### src/rtl/tanh_arbiter_pkg.sv
// ---------------------------------------------------------------------------
// tanh_arbiter_pkg
// Shared definitions for the tanh engine arbiter: the controller state
// encoding, the operand and result widths of the engine, and the default
// sizing used when the arbiter is instantiated without overrides.
// ---------------------------------------------------------------------------
package tanh_arbiter_pkg;

  // Operand width: 1 integer bit plus 16 fraction bits.
  localparam int X_W   = 17;
  // Engine result width.
  localparam int RES_W = 32;

  // Default number of requesters sharing the engine.
  localparam int DEF_N_REQ   = 4;
  // Default number of WAIT cycles tolerated before an error response.
  localparam int DEF_TIMEOUT = 64;

  typedef enum logic [1:0] {
    IDLE  = 2'd0,  // waiting for a request, grant happens here
    ISSUE = 2'd1,  // eng_start held until the engine drops its old done
    WAIT  = 2'd2,  // waiting for done, bounded by the timeout counter
    RESP  = 2'd3   // one-cycle response pulse to the granted requester
  } state_t;

endpackage : tanh_arbiter_pkg

### src/rtl/tanh_arbiter_rr_pick.sv
// ---------------------------------------------------------------------------
// rr_pick
// Combinational round-robin search. Starting at index ptr and wrapping from
// N-1 back to 0, returns the first requester whose req bit is set.
//
// Ports:
//   req   in  N      request vector
//   ptr   in  PTR_W  index at which the search starts (highest priority)
//   grant out PTR_W  index of the selected requester (0 when any is 0)
//   any   out 1      at least one request bit is set
// ---------------------------------------------------------------------------
module rr_pick #(
  parameter int N     = 4,
  parameter int PTR_W = (N > 1) ? $clog2(N) : 1
) (
  input  logic [N-1:0]     req,
  input  logic [PTR_W-1:0] ptr,
  output logic [PTR_W-1:0] grant,
  output logic             any
);

  localparam logic [PTR_W-1:0] LAST = PTR_W'(N - 1);

  always_comb begin
    logic [PTR_W-1:0] idx;
    // NOTE: every output gets a value before the search loop; a path that
    // leaves grant/any unassigned would infer a latch.
    grant = '0;
    any   = 1'b0;
    idx   = ptr;
    for (int k = 0; k < N; k++) begin
      if (!any && req[idx]) begin
        any   = 1'b1;
        grant = idx;
      end
      idx = (idx == LAST) ? '0 : idx + PTR_W'(1);
    end
  end

endmodule : rr_pick

### src/rtl/tanh_arbiter.sv
// ---------------------------------------------------------------------------
// tanh_arbiter
// Shares one multi-cycle tanh engine between N_REQ requesters. A request is
// granted round-robin in IDLE, its operand is latched and issued to the
// engine, and the engine result (or a timeout error) is returned to the
// granted requester as a one-cycle response pulse.
//
// Ports:
//   clk         in  1            system clock
//   rst         in  1            asynchronous reset, active high
//   req_valid   in  N_REQ        per-requester request valid
//   req_data    in  X_W*N_REQ    operand x of requester i in [X_W*i +: X_W]
//   req_ready   out N_REQ        one-cycle accept pulse
//   eng_start   out 1            start to the engine
//   eng_x       out X_W          operand to the engine
//   eng_done    in  1            engine done level
//   eng_result  in  RES_W        engine result
//   rsp_valid   out N_REQ        one-cycle response pulse
//   rsp_data    out RES_W        response value, valid with rsp_valid
//   rsp_err     out 1            timeout flag, qualified by rsp_valid
//   busy        out 1            high in every state except IDLE
//
// Timing: grant in IDLE at cycle T; req_ready and eng_start are visible in
// ISSUE at T+1; WAIT starts no earlier than T+2; RESP follows the cycle in
// which done (or the timeout) is seen; IDLE follows RESP.
// TIMEOUT must be at least 1.
// ---------------------------------------------------------------------------
module tanh_arbiter
  import tanh_arbiter_pkg::*;
#(
  parameter int N_REQ   = DEF_N_REQ,
  parameter int TIMEOUT = DEF_TIMEOUT
) (
  input  logic                   clk,
  input  logic                   rst,
  input  logic [N_REQ-1:0]       req_valid,
  input  logic [X_W*N_REQ-1:0]   req_data,
  output logic [N_REQ-1:0]       req_ready,
  output logic                   eng_start,
  output logic [X_W-1:0]         eng_x,
  input  logic                   eng_done,
  input  logic [RES_W-1:0]       eng_result,
  output logic [N_REQ-1:0]       rsp_valid,
  output logic [RES_W-1:0]       rsp_data,
  output logic                   rsp_err,
  output logic                   busy
);

  localparam int PTR_W = (N_REQ > 1) ? $clog2(N_REQ) : 1;
  localparam int CNT_W = $clog2(TIMEOUT + 1);

  localparam logic [PTR_W-1:0] LAST    = PTR_W'(N_REQ - 1);
  localparam logic [CNT_W-1:0] CNT_MAX = CNT_W'(TIMEOUT);
  localparam logic [N_REQ-1:0] ONE     = N_REQ'(1);

  state_t           state;
  logic [PTR_W-1:0] ptr;
  logic [PTR_W-1:0] grant;
  logic [CNT_W-1:0] cnt;

  logic [PTR_W-1:0] pick_grant;
  logic             pick_any;
  logic [PTR_W-1:0] ptr_next;
  logic [CNT_W-1:0] cnt_inc;

  // Operands viewed as an array so the granted one can be selected by index.
  logic [X_W-1:0] req_x [N_REQ];

  for (genvar i = 0; i < N_REQ; i++) begin : g_unpack
    assign req_x[i] = req_data[X_W*i +: X_W];
  end

  rr_pick #(
    .N     (N_REQ),
    .PTR_W (PTR_W)
  ) u_rr_pick (
    .req   (req_valid),
    .ptr   (ptr),
    .grant (pick_grant),
    .any   (pick_any)
  );

  // Priority moves to the requester just after the one granted.
  assign ptr_next = (pick_grant == LAST) ? '0 : pick_grant + PTR_W'(1);

  // The counter saturates at TIMEOUT instead of wrapping back to zero.
  assign cnt_inc = (cnt == CNT_MAX) ? cnt : cnt + CNT_W'(1);

  // NOTE: all state and registered outputs use non-blocking assignments so
  // every branch below sees the values from before this clock edge.
  always_ff @(posedge clk or posedge rst) begin
    if (rst) begin
      state     <= IDLE;
      ptr       <= '0;
      grant     <= '0;
      cnt       <= '0;
      eng_start <= 1'b0;
      eng_x     <= '0;
      req_ready <= '0;
      rsp_valid <= '0;
      rsp_data  <= '0;
      rsp_err   <= 1'b0;
      busy      <= 1'b0;
    end else begin
      // Handshake strobes are single-cycle pulses unless re-armed below.
      req_ready <= '0;
      rsp_valid <= '0;

      case (state)
        IDLE: begin
          if (pick_any) begin
            req_ready <= ONE << pick_grant;
            eng_x     <= req_x[pick_grant];
            grant     <= pick_grant;
            ptr       <= ptr_next;
            eng_start <= 1'b1;
            busy      <= 1'b1;
            state     <= ISSUE;
          end
        end

        ISSUE: begin
          // A done still high from the previous operation is stale; the
          // engine clears it once it accepts start, so keep start asserted
          // until done reads low.
          if (!eng_done) begin
            eng_start <= 1'b0;
            cnt       <= '0;
            state     <= WAIT;
          end
        end

        WAIT: begin
          cnt <= cnt_inc;
          // done is tested first so that done and the timeout landing in the
          // same cycle still return the real result.
          if (eng_done) begin
            rsp_data  <= eng_result;
            rsp_err   <= 1'b0;
            rsp_valid <= ONE << grant;
            state     <= RESP;
          end else if (cnt_inc == CNT_MAX) begin
            rsp_data  <= '0;
            rsp_err   <= 1'b1;
            rsp_valid <= ONE << grant;
            state     <= RESP;
          end
        end

        RESP: begin
          busy  <= 1'b0;
          state <= IDLE;
        end

        default: begin
          busy      <= 1'b0;
          eng_start <= 1'b0;
          state     <= IDLE;
        end
      endcase
    end
  end

endmodule : tanh_arbiter

### config.mk
export PLATFORM = sky130hd
export DESIGN_NAME = tanh_arbiter
export DESIGN_NICKNAME = d
export VERILOG_FILES = /design/src/rtl/tanh_arbiter_pkg.sv /design/src/rtl/tanh_arbiter_rr_pick.sv /design/src/rtl/tanh_arbiter.sv
export SDC_FILE = /design/constraint.sdc
export NUM_CORES = 1
export LEC_CHECK = 0
export BUFFER_PORTS_ARGS = -buffer_cell sky130_fd_sc_hd__buf_2
export CORE_ASPECT_RATIO = 1.2
export CORE_MARGIN = 2
export CORE_UTILIZATION = 48
export DETAILED_ROUTE_END_ITERATION = 10
export GPL_TIMING_DRIVEN = 0
export HOLD_SLACK_MARGIN = 0.02
export PLACE_DENSITY_LB_ADDON = 0.15
export SLEW_MARGIN = 10
export SYNTH_ARGS = -nofsm -noshare
export SYNTH_HDL_FRONTEND = slang
export SYNTH_SLANG_ARGS = --single-unit
### constraint.sdc
create_clock -name clk -period 3.8 [get_ports clk]
set_input_delay 0.19 -clock clk [delete_from_list [all_inputs] [get_ports clk]]
set_output_delay 0.19 -clock clk [all_outputs]
set_load 0.02 [all_outputs]
; ---- Word level (Yosys, flattened, before mapping)
; Index checks and enable logic that the tools add are counted.
[word_totals]
romBits = 0
inputBits = 107
output_inout_bits = 60
wordCells = 97
latch_bits = 0
n_memories = 0
ff_bits = 73
mem_bits_rw = 0
[classes]
mux = 44
order_cmp = 5
n_eq_ne = 12
div = 0
n_bitwise = 1
shifts = 2
n_reduce_logical = 17
n_addsub = 5
mul = 0
[op_table]
columns = cell, count
row1 = two-way mux 32 bit, 2
row2 = binary-select mux 17 bit (select 2 bit), 1
row3 = two-way mux 17 bit, 2
row4 = two-way mux 2 bit, 12
row5 = two-way mux 4 bit, 5
row6 = == test 7 bit (second input constant), 2
row7 = two-way mux 7 bit, 2
row8 = one-hot mux 7 bit (2 select lines), 1
row9 = == test 2 bit (second input constant), 6
row10 = < comparator 2 x 3 -> 1 bit (second input constant), 4
row11 = two-way mux 1 bit, 12
row12 = adder 2 x 1 -> 2 bit (second input constant), 4
row13 = binary-select mux 1 bit (select 2 bit), 4
row14 = one-hot mux 2 bit (4 select lines), 1
row15 = AND reduction 2 bit, 4
row16 = nonzero test 2 bit, 4
row17 = left shift 1 x 2 -> 4 bit (first input constant), 2
row18 = adder 7 x 1 -> 7 bit (second input constant), 1
row19 = AND reduction 3 bit, 2
row20 = inequality test 2 bit (second input constant), 2
row21 = one-hot mux 1 bit (2 select lines), 2
row22 = greater-or-equal comparator 3 bit (second input constant), 1
row23 = logical AND 1 bit, 3
row24 = logical NOT 1 bit, 3
row25 = 4 further kinds, 4

; ---- Logic depth before layout (Yosys ltp)
; Gate-level depths: netlist of run 1.
[logic_depth]
word_depth = 16
mapped_depth = 13
ltp_nobuf = 9

; ---- Cells and area by module
; From an unflattened synthesis of run 1, not the netlist that was laid out.
[hier_totals]
hier_cells = 434
hier_area_um2 = 4531.8
[modules_own_cells]
columns = mod, instances, cells_per_inst, area_each_um2, seq_area_each_um2
row1 = tanh_arbiter, 1, 366, 4073.9, 1826.8
row2 = rr_pick, 1, 68, 457.9, 0.0

; ---- Worst setup path before layout of run 1
; Ideal clock, no wire load.
[synth_timing]
path_kind = register to register
start = reg ptr[1]
end = reg eng_x[0]
path_buffers = 4
setup_ps = 132
stages_incl_launch_ff = 13
required_time_ps = 3668
synth_period_minus_slack_ps = 2864
arrival_time_ps = 2732
setup_slack_ps = 936
path_cell_list = dfrtp_1 -> ha_1 -> buf_4 -> o21a_1 -> or2_1 -> buf_6 -> a21o_1 -> a22o_1 -> a222oi_1 -> nand2b_1 -> buf_4 -> buf_6 -> o221ai_2
[synth_via]
elab_chain_len = 16
word_cells_on_any_way = 36
classes_between = add/sub: 3 / eq/ne: 3 / mux: 22 / bitwise: 1 / reduce/logical: 7
[synth_lines]
columns = element, line
row1 = "start, declared", tanh_arbiter.sv:57  ; logic [PTR_W-1:0] ptr;
row2 = "start signal, assigned", tanh_arbiter.sv:115  ; ptr <= ptr_next;
row3 = "parallel branches: the longest is 16 deep, another holds adder 2 x 1 -> 2 bit", n/a
row4 = "end signal, assigned", tanh_arbiter.sv:113  ; eng_x <= req_x[pick_grant];
row5 = "end, declared", tanh_arbiter.sv:40  ; output logic [X_W-1:0] eng_x,
; Several ways; the timed one is not identified. The select of a mux whose other input is x is not followed.
; A chain may end at the register's enable or synchronous reset.

; ---- Final worst setup path of run 1
[layout_timing]
start = reg ptr[1]
end = reg eng_x[6]
; Same word-level chain as after synthesis.

==> run metrics, run 1 <==
Worst-Margin Slew=0.760 ns; hpwl dp=7260 µm; achievable frequency=304 MHz; Worst Skew=0.0169 ns; wire length per cell=15.4 µm; Worst-Skew Late Latency=0.35 ns; status=finished clean; TNS Setup=0 ns; DRT Pass-1 Iters=4; # DRC=0; top_reg_cell synth=dfrtp_1; Horiz. Die Dim=85.1 µm; antenna-violating nets left=0; synthesized area=3790 µm²; area leader, netlist=dfrtp_1; register area share after synthesis=0.482; syn_area_per_cell=11.3 µm²; Max-Cap Viols=0; Netlist cell types=49; post-CTS setup buffers=0; synth top area cells=dfrtp_1 48%, mux2i_1 11%, a22o_1 8.1%; CTS buffer count=9; Synth Instances=337; layout cells sized above 1=0.405; H-tree Lvls=3; Mapped Nets=455; initial drt markers=124; number of global-route vias before repair=3183; Slew Limit Fails=0; Worst Setup End Kind=register; row count=35; Pwr Density=947 nW/µm²; slew margin rel.=0.493; asr flop ratio synth=1.00; Routability Congestion=0.816; global-route wire length before repair=14900 µm; Starting Density=0.495; CTS tree=built; Synth Warn #=0; Synth Register Bits=73; Final Hold Fails=0; Worst IR Drop VDD=0.565 mV; startpoint type of the worst setup path=register; PortBufs=166; via count=3365; Nets=634; Hold Crit Class=primary input to register; commonest non-fill, non-tap cell in the layout=buf_2; ant diodes=0; CTS root buf=clkbuf_8; CP Max Fanout=10; GRT Total Usage=0.215; total gr overflow=0; synthesis-to-layout area growth=30.8%; minimum period implied by the final worst setup slack=3.28 ns; LEAKAGE=2.59 nW; Data required, critical path=4.07 ns; final hold slack=0.0512 ns; Via density=5.49; FF-to-FF setup slack=0.52 ns; CORE AREA=7660 µm²; Synth top area share=0.482; Multi-input gate area=1780 µm²; Routed Wire Length=9460 µm; Max clock buf depth=2; most frequent cells in the layout=171 x buf_2, 73 x dfrtp_1, 40 x mux2i_1; RSZ-0062 raised after global routing=no; I/O pins=167; FF/Latch Area=1830 µm²; pin count of the biggest net entering global routing=61; clock transition at the registers of the reported paths=0.09 ns; chip height=101 µm; fill count=635; Clock Sinks=73; critical path class=register to register; CP Data Arrival Time=3.55 ns; die area=8630 µm²; final setup fails=0; EDFF count, synth=0; post-route clock period utilization=0.864; antenna violations before repair=0
-- registers in the layout, indices dropped and copies added (netlist names) --
signal / flops
rsp_err: 1
rsp_valid: 4
ptr: 2
state: 2
rsp_data: 32
eng_x: 17
busy: 1
req_ready: 4
cnt: 7
grant: 2
eng_start: 1
-- Yosys cell counts (all sizes together), types with 2 or more instances --
cell and count:
inv 12, buf 14, nand4 2, nor3 6, nor2 8, o31ai 3, xnor2 4, nor3b 2
clkbuf 12, mux2 4, a31oi 2, ha 11, nand3 8, o21ai 16, nand2b 3, o21a 2
nor2b 2, dfrtp 73, mux2i 40, a22o 35, nand2 29, and2 7, a21oi 5, a221oi 2
o221ai 17
-- stage by stage --
stage | total power, mW | instances | util | setup WS, ns | area (µm²)
final | 4.70 | 613 | 0.648 | 0.515 | 4960
after global routing | 5.08 | 613 | 0.648 | 0.211 | 4960
after CTS | 4.75 | 613 | 0.648 | 0.487 | 4960
after detailed placement | 4.17 | 596 | 0.622 | 0.506 | 4770
after global placement | 4.08 | 595 | 0.618 | 0.590 | 4740
after floorplan | 3.41 | 337 | - | 0.936 | 3790
-- critical path, cell delays in order, from the launching register on --
cell and delay [ns]:
dfrtp_1 0.43, ha_1 0.29, buf_4 0.18, mux2i_1 0.13
mux2i_1 0.32, o21ai_0 0.15, a22o_1 0.25, a222oi_1 0.70
nand2_2 0.30, buf_6 0.25, o221ai_2 0.19
-- worst paths after layout --
kind	startpoint	to	cells past startpoint
worst max-delay path	ptr[1]$_DFFE_PP0P_	eng_x[6]$_DFFE_PP0P_	10
worst min-delay path	eng_result[14]	rsp_data[14]$_DFFE_PP0P_	2
worst max register to register	ptr[1]$_DFFE_PP0P_	eng_x[6]$_DFFE_PP0P_	10
worst min register to register	eng_x[15]$_DFFE_PP0P_	eng_x[15]$_DFFE_PP0P_	2
max in group asynchronous	rst	rsp_valid[3]$_DFF_PP0_	4
min in group asynchronous	rst	rsp_data[1]$_DFFE_PP0P_	3
-- kinds of logic (layout without fill, tap and decap cells) --
| logic type | count (synthesis) | in the layout | share of synthesized area |
|---|---|---|---|
| compound gates | 94 | 94 | 0.208 |
| flops | 73 | 73 | 0.482 |
| simple gates | 72 | 72 | 0.0924 |
| mux | 45 | 45 | 0.123 |
| buf+inv | 38 | 222 | 0.0492 |
| fa+ha+maj | 11 | 11 | 0.0363 |
| xor+xnor | 4 | 4 | 0.00924 |
-- power breakdown --
| part | switching (mW) | internal [mW] |
|---|---|---|
| clock | 0.321 | 0.248 |
| sequential | 0.188 | 1.12 |
| combinational | 1.63 | 1.20 |
| total | 2.14 | 2.56 |
-- timing repair --
item | 4_1_cts | 5_1_grt
hold buffers | 1 | 0
hold endpoints to repair | 13 | 0
resized for setup | 0 | 0
-- area by class of cell --
type / instances / area share
clock inverters: 7 / 0.0121
well taps: 92 / 0.0232
inverters: 12 / 0.00958
flip-flops and latches: 73 / 0.368
plain buffers: 26 / 0.0285
clock buffers: 9 / 0.0250
repair buffers: 168 / 0.175
multi-input cells: 226 / 0.359
-- metal layers --
metal  vias up  GRT usage  share of wire
met3        20     0.0375          0.058
met2       136      0.373           0.52
met4         0     0.0879          0.019
met1      1591      0.267           0.40
li1       1618          -              -
met5         -          0              0
(Power assumes the default switching activity.)
==> run 2, diff against run 1 <==
- CORE_ASPECT_RATIO: 1.2 -> 1.5
- CORE_UTILIZATION: 48 -> 49
- CTS_BUF_LIST: default -> sky130_fd_sc_hd__clkbuf_8
- GPL_TIMING_DRIVEN: 0 -> default
==> run 2 against run 1 <==
  * Clock-buffer cell count rose by 1
  * Sequential share of layout area increased by 0.74 points
  * Design area decreased by 2.0%
  * Register-to-register slack got worse by 0.16 ns
  * Global-route usage shrank 0.10 points
  * Wire length is 9.4% lower
  * Via count fell by 4.2%
  * Critical path type unchanged
  * First-iteration DRC count increased by 8.1%
  * Worst setup slack got worse by 0.16 ns
  * Sequential cell count did not move
==> run metrics, run 2 (same netlist as run 1, synthesis figures left out) <==
M2 GR Usage=0.346; Clk pwr share=0.120; antenna violations before repair=0; Routed Wire Length=8570 µm; minimum period implied by the final worst setup slack=3.44 ns; hpwl dp=6280 µm; CP Max Fanout=18; cts repair resizes=0; # DRC=0; Seq pwr share=0.285; I/O pins=167; Worst Setup End Kind=register; commonest non-fill, non-tap cell in the layout=buf_2; CP Data Arrival Time=3.70 ns; chip height=112 µm; Setup Slack @ Placement=0.304 ns; post-route clock period utilization=0.906; Worst Skew=0.0115 ns; hold_buf cts=0; die area=8470 µm²; TNS Setup=0 ns; Int Power=2.51 mW; antenna-violating nets left=0; wire length per cell=14.2 µm; GRT Max-Usage Layer=met2; critical path class=register to register; achievable frequency=290 MHz; Worst-Skew Late Latency=0.35 ns; Data required, critical path=4.06 ns; CORE AREA=7560 µm²; Hold Crit Class=primary input to asynchronous set/reset pin; Clock Sinks=73; Nets=614; Worst IR Drop VDD=0.768 mV; combinational share of power=0.595; Via density=5.35; GRT Total Usage=0.214; Largest regs=rsp_data x32, eng_x x17, cnt x7; DRT Pass-1 Iters=4; met3 Resource Use GR=0.0507; slew margin rel.=0.241; CTS root buf=clkbuf_8; clock transition at the registers of the reported paths=0.08 ns; largest register by flop count=rsp_data; CTS buffer count=9; Starting Density=0.501; Horiz. Die Dim=75.8 µm; H-tree Lvls=3; global-route wire length before repair=14100 µm; startpoint type of the worst setup path=register; Final Hold Fails=0; Routability Congestion=0.886; Pwr Density=936 nW/µm²; sw frac=0.448; Overall Power=4.55 mW; pin count of the biggest net entering global routing=45; ant diodes=0; most frequent cells in the layout=166 x buf_2, 73 x dfrtp_1, 40 x mux2i_1; row count=39; CTS tree=built; LEAKAGE=2.54 nW; initial drt markers=134; synthesis-to-layout area growth=28.3%; via count=3225; final setup fails=0; global-route track usage on met1=0.273; Net Sw Power=2.04 mW; Max clock buf depth=2; Worst-Margin Slew=1.14 ns; final worst slack=0.356 ns; status=finished clean; post-CTS setup buffers=0; number of global-route vias before repair=3085; layout cells sized above 1=0.415; Max-Cap Viols=0; RSZ-0062 raised after global routing=no; Slew Limit Fails=0; total gr overflow=0; max FFs per register=32; PortBufs=166
==> run 2: cell types whose count changed in the layout (fill, tap and decap cells not counted), sizes merged <==
cell,before,now
buf,181,174
clkbuf,21,10
clkinv,0,2
clkinvlp,3,4
dlygate4sd3,1,0
inv,16,12
==> run 2: path summary, 6_finish.rpt <==
check | startpoint | cells after the start | end | slack, ns
min in group clk | eng_result[5] | 2 | rsp_data[5]$_DFFE_PP0P_ | 0.06
max | ptr[1]$_DFFE_PP0P_ | 8 | eng_x[14]$_DFFE_PP0P_ | 0.36
max reg2reg | ptr[1]$_DFFE_PP0P_ | 8 | eng_x[14]$_DFFE_PP0P_ | 0.36
max in group asynchronous | rst | 3 | cnt[3]$_DFFE_PP0P_ | 2.84
min reg2reg | busy$_DFFE_PP0P_ | 1 | busy$_DFFE_PP0P_ | 0.49
min | rst | 2 | rsp_data[0]$_DFFE_PP0P_ | 0.03
==> run 2: area by class of cell <==
type                       instances  area, µm²
fill                             611       2700
tap                              102        128
clock inverter                     6       43.8
multi-input combinational        226       1790
clock buffer                      10        138
sequential                        73       1830
inverter                          12       45.0
timing repair buffer             174        891
==> run 2: power by group through the flow <==
stage / Sequential (mW) / Combinational [mW] / Clock (mW)
5_1_grt: 1.35 / 3.01 / 0.604
3_5_place_dp: 1.31 / 2.73 / 0
4_1_cts: 1.30 / 2.74 / 0.564
6_report: 1.30 / 2.71 / 0.545
2_1_floorplan: 1.65 / 1.75 / 0
3_3_place_gp: 1.30 / 2.67 / 0
==> run 2: critical path: stages (launching register included) <==
cell      delay (ns)
dfrtp_1         0.39
ha_1            0.49
mux2i_1         0.14
mux2i_1         0.41
o21ai_0         0.17
a22o_1          0.25
a222oi_1        0.69
nand2_2         0.49
o221ai_1        0.32
==> run 2: per-stage QoR <==
step                area (µm²)  cells  hold slack, ns  utilization
floorplan                 3790    337           0.323            -
global placement          4680    587           0.413        0.619
detailed placement        4680    587           0.417        0.619
CTS                       4860    603          0.0442        0.643
global route              4860    603          0.0395        0.643
finish                    4860    603          0.0266        0.643
==> run 2: per-layer routing <==
layer,up-vias,share of wire
met4,0,0.011
met3,9,0.082
met2,150,0.48
met1,1489,0.43
met5,-,0
li1,1577,-
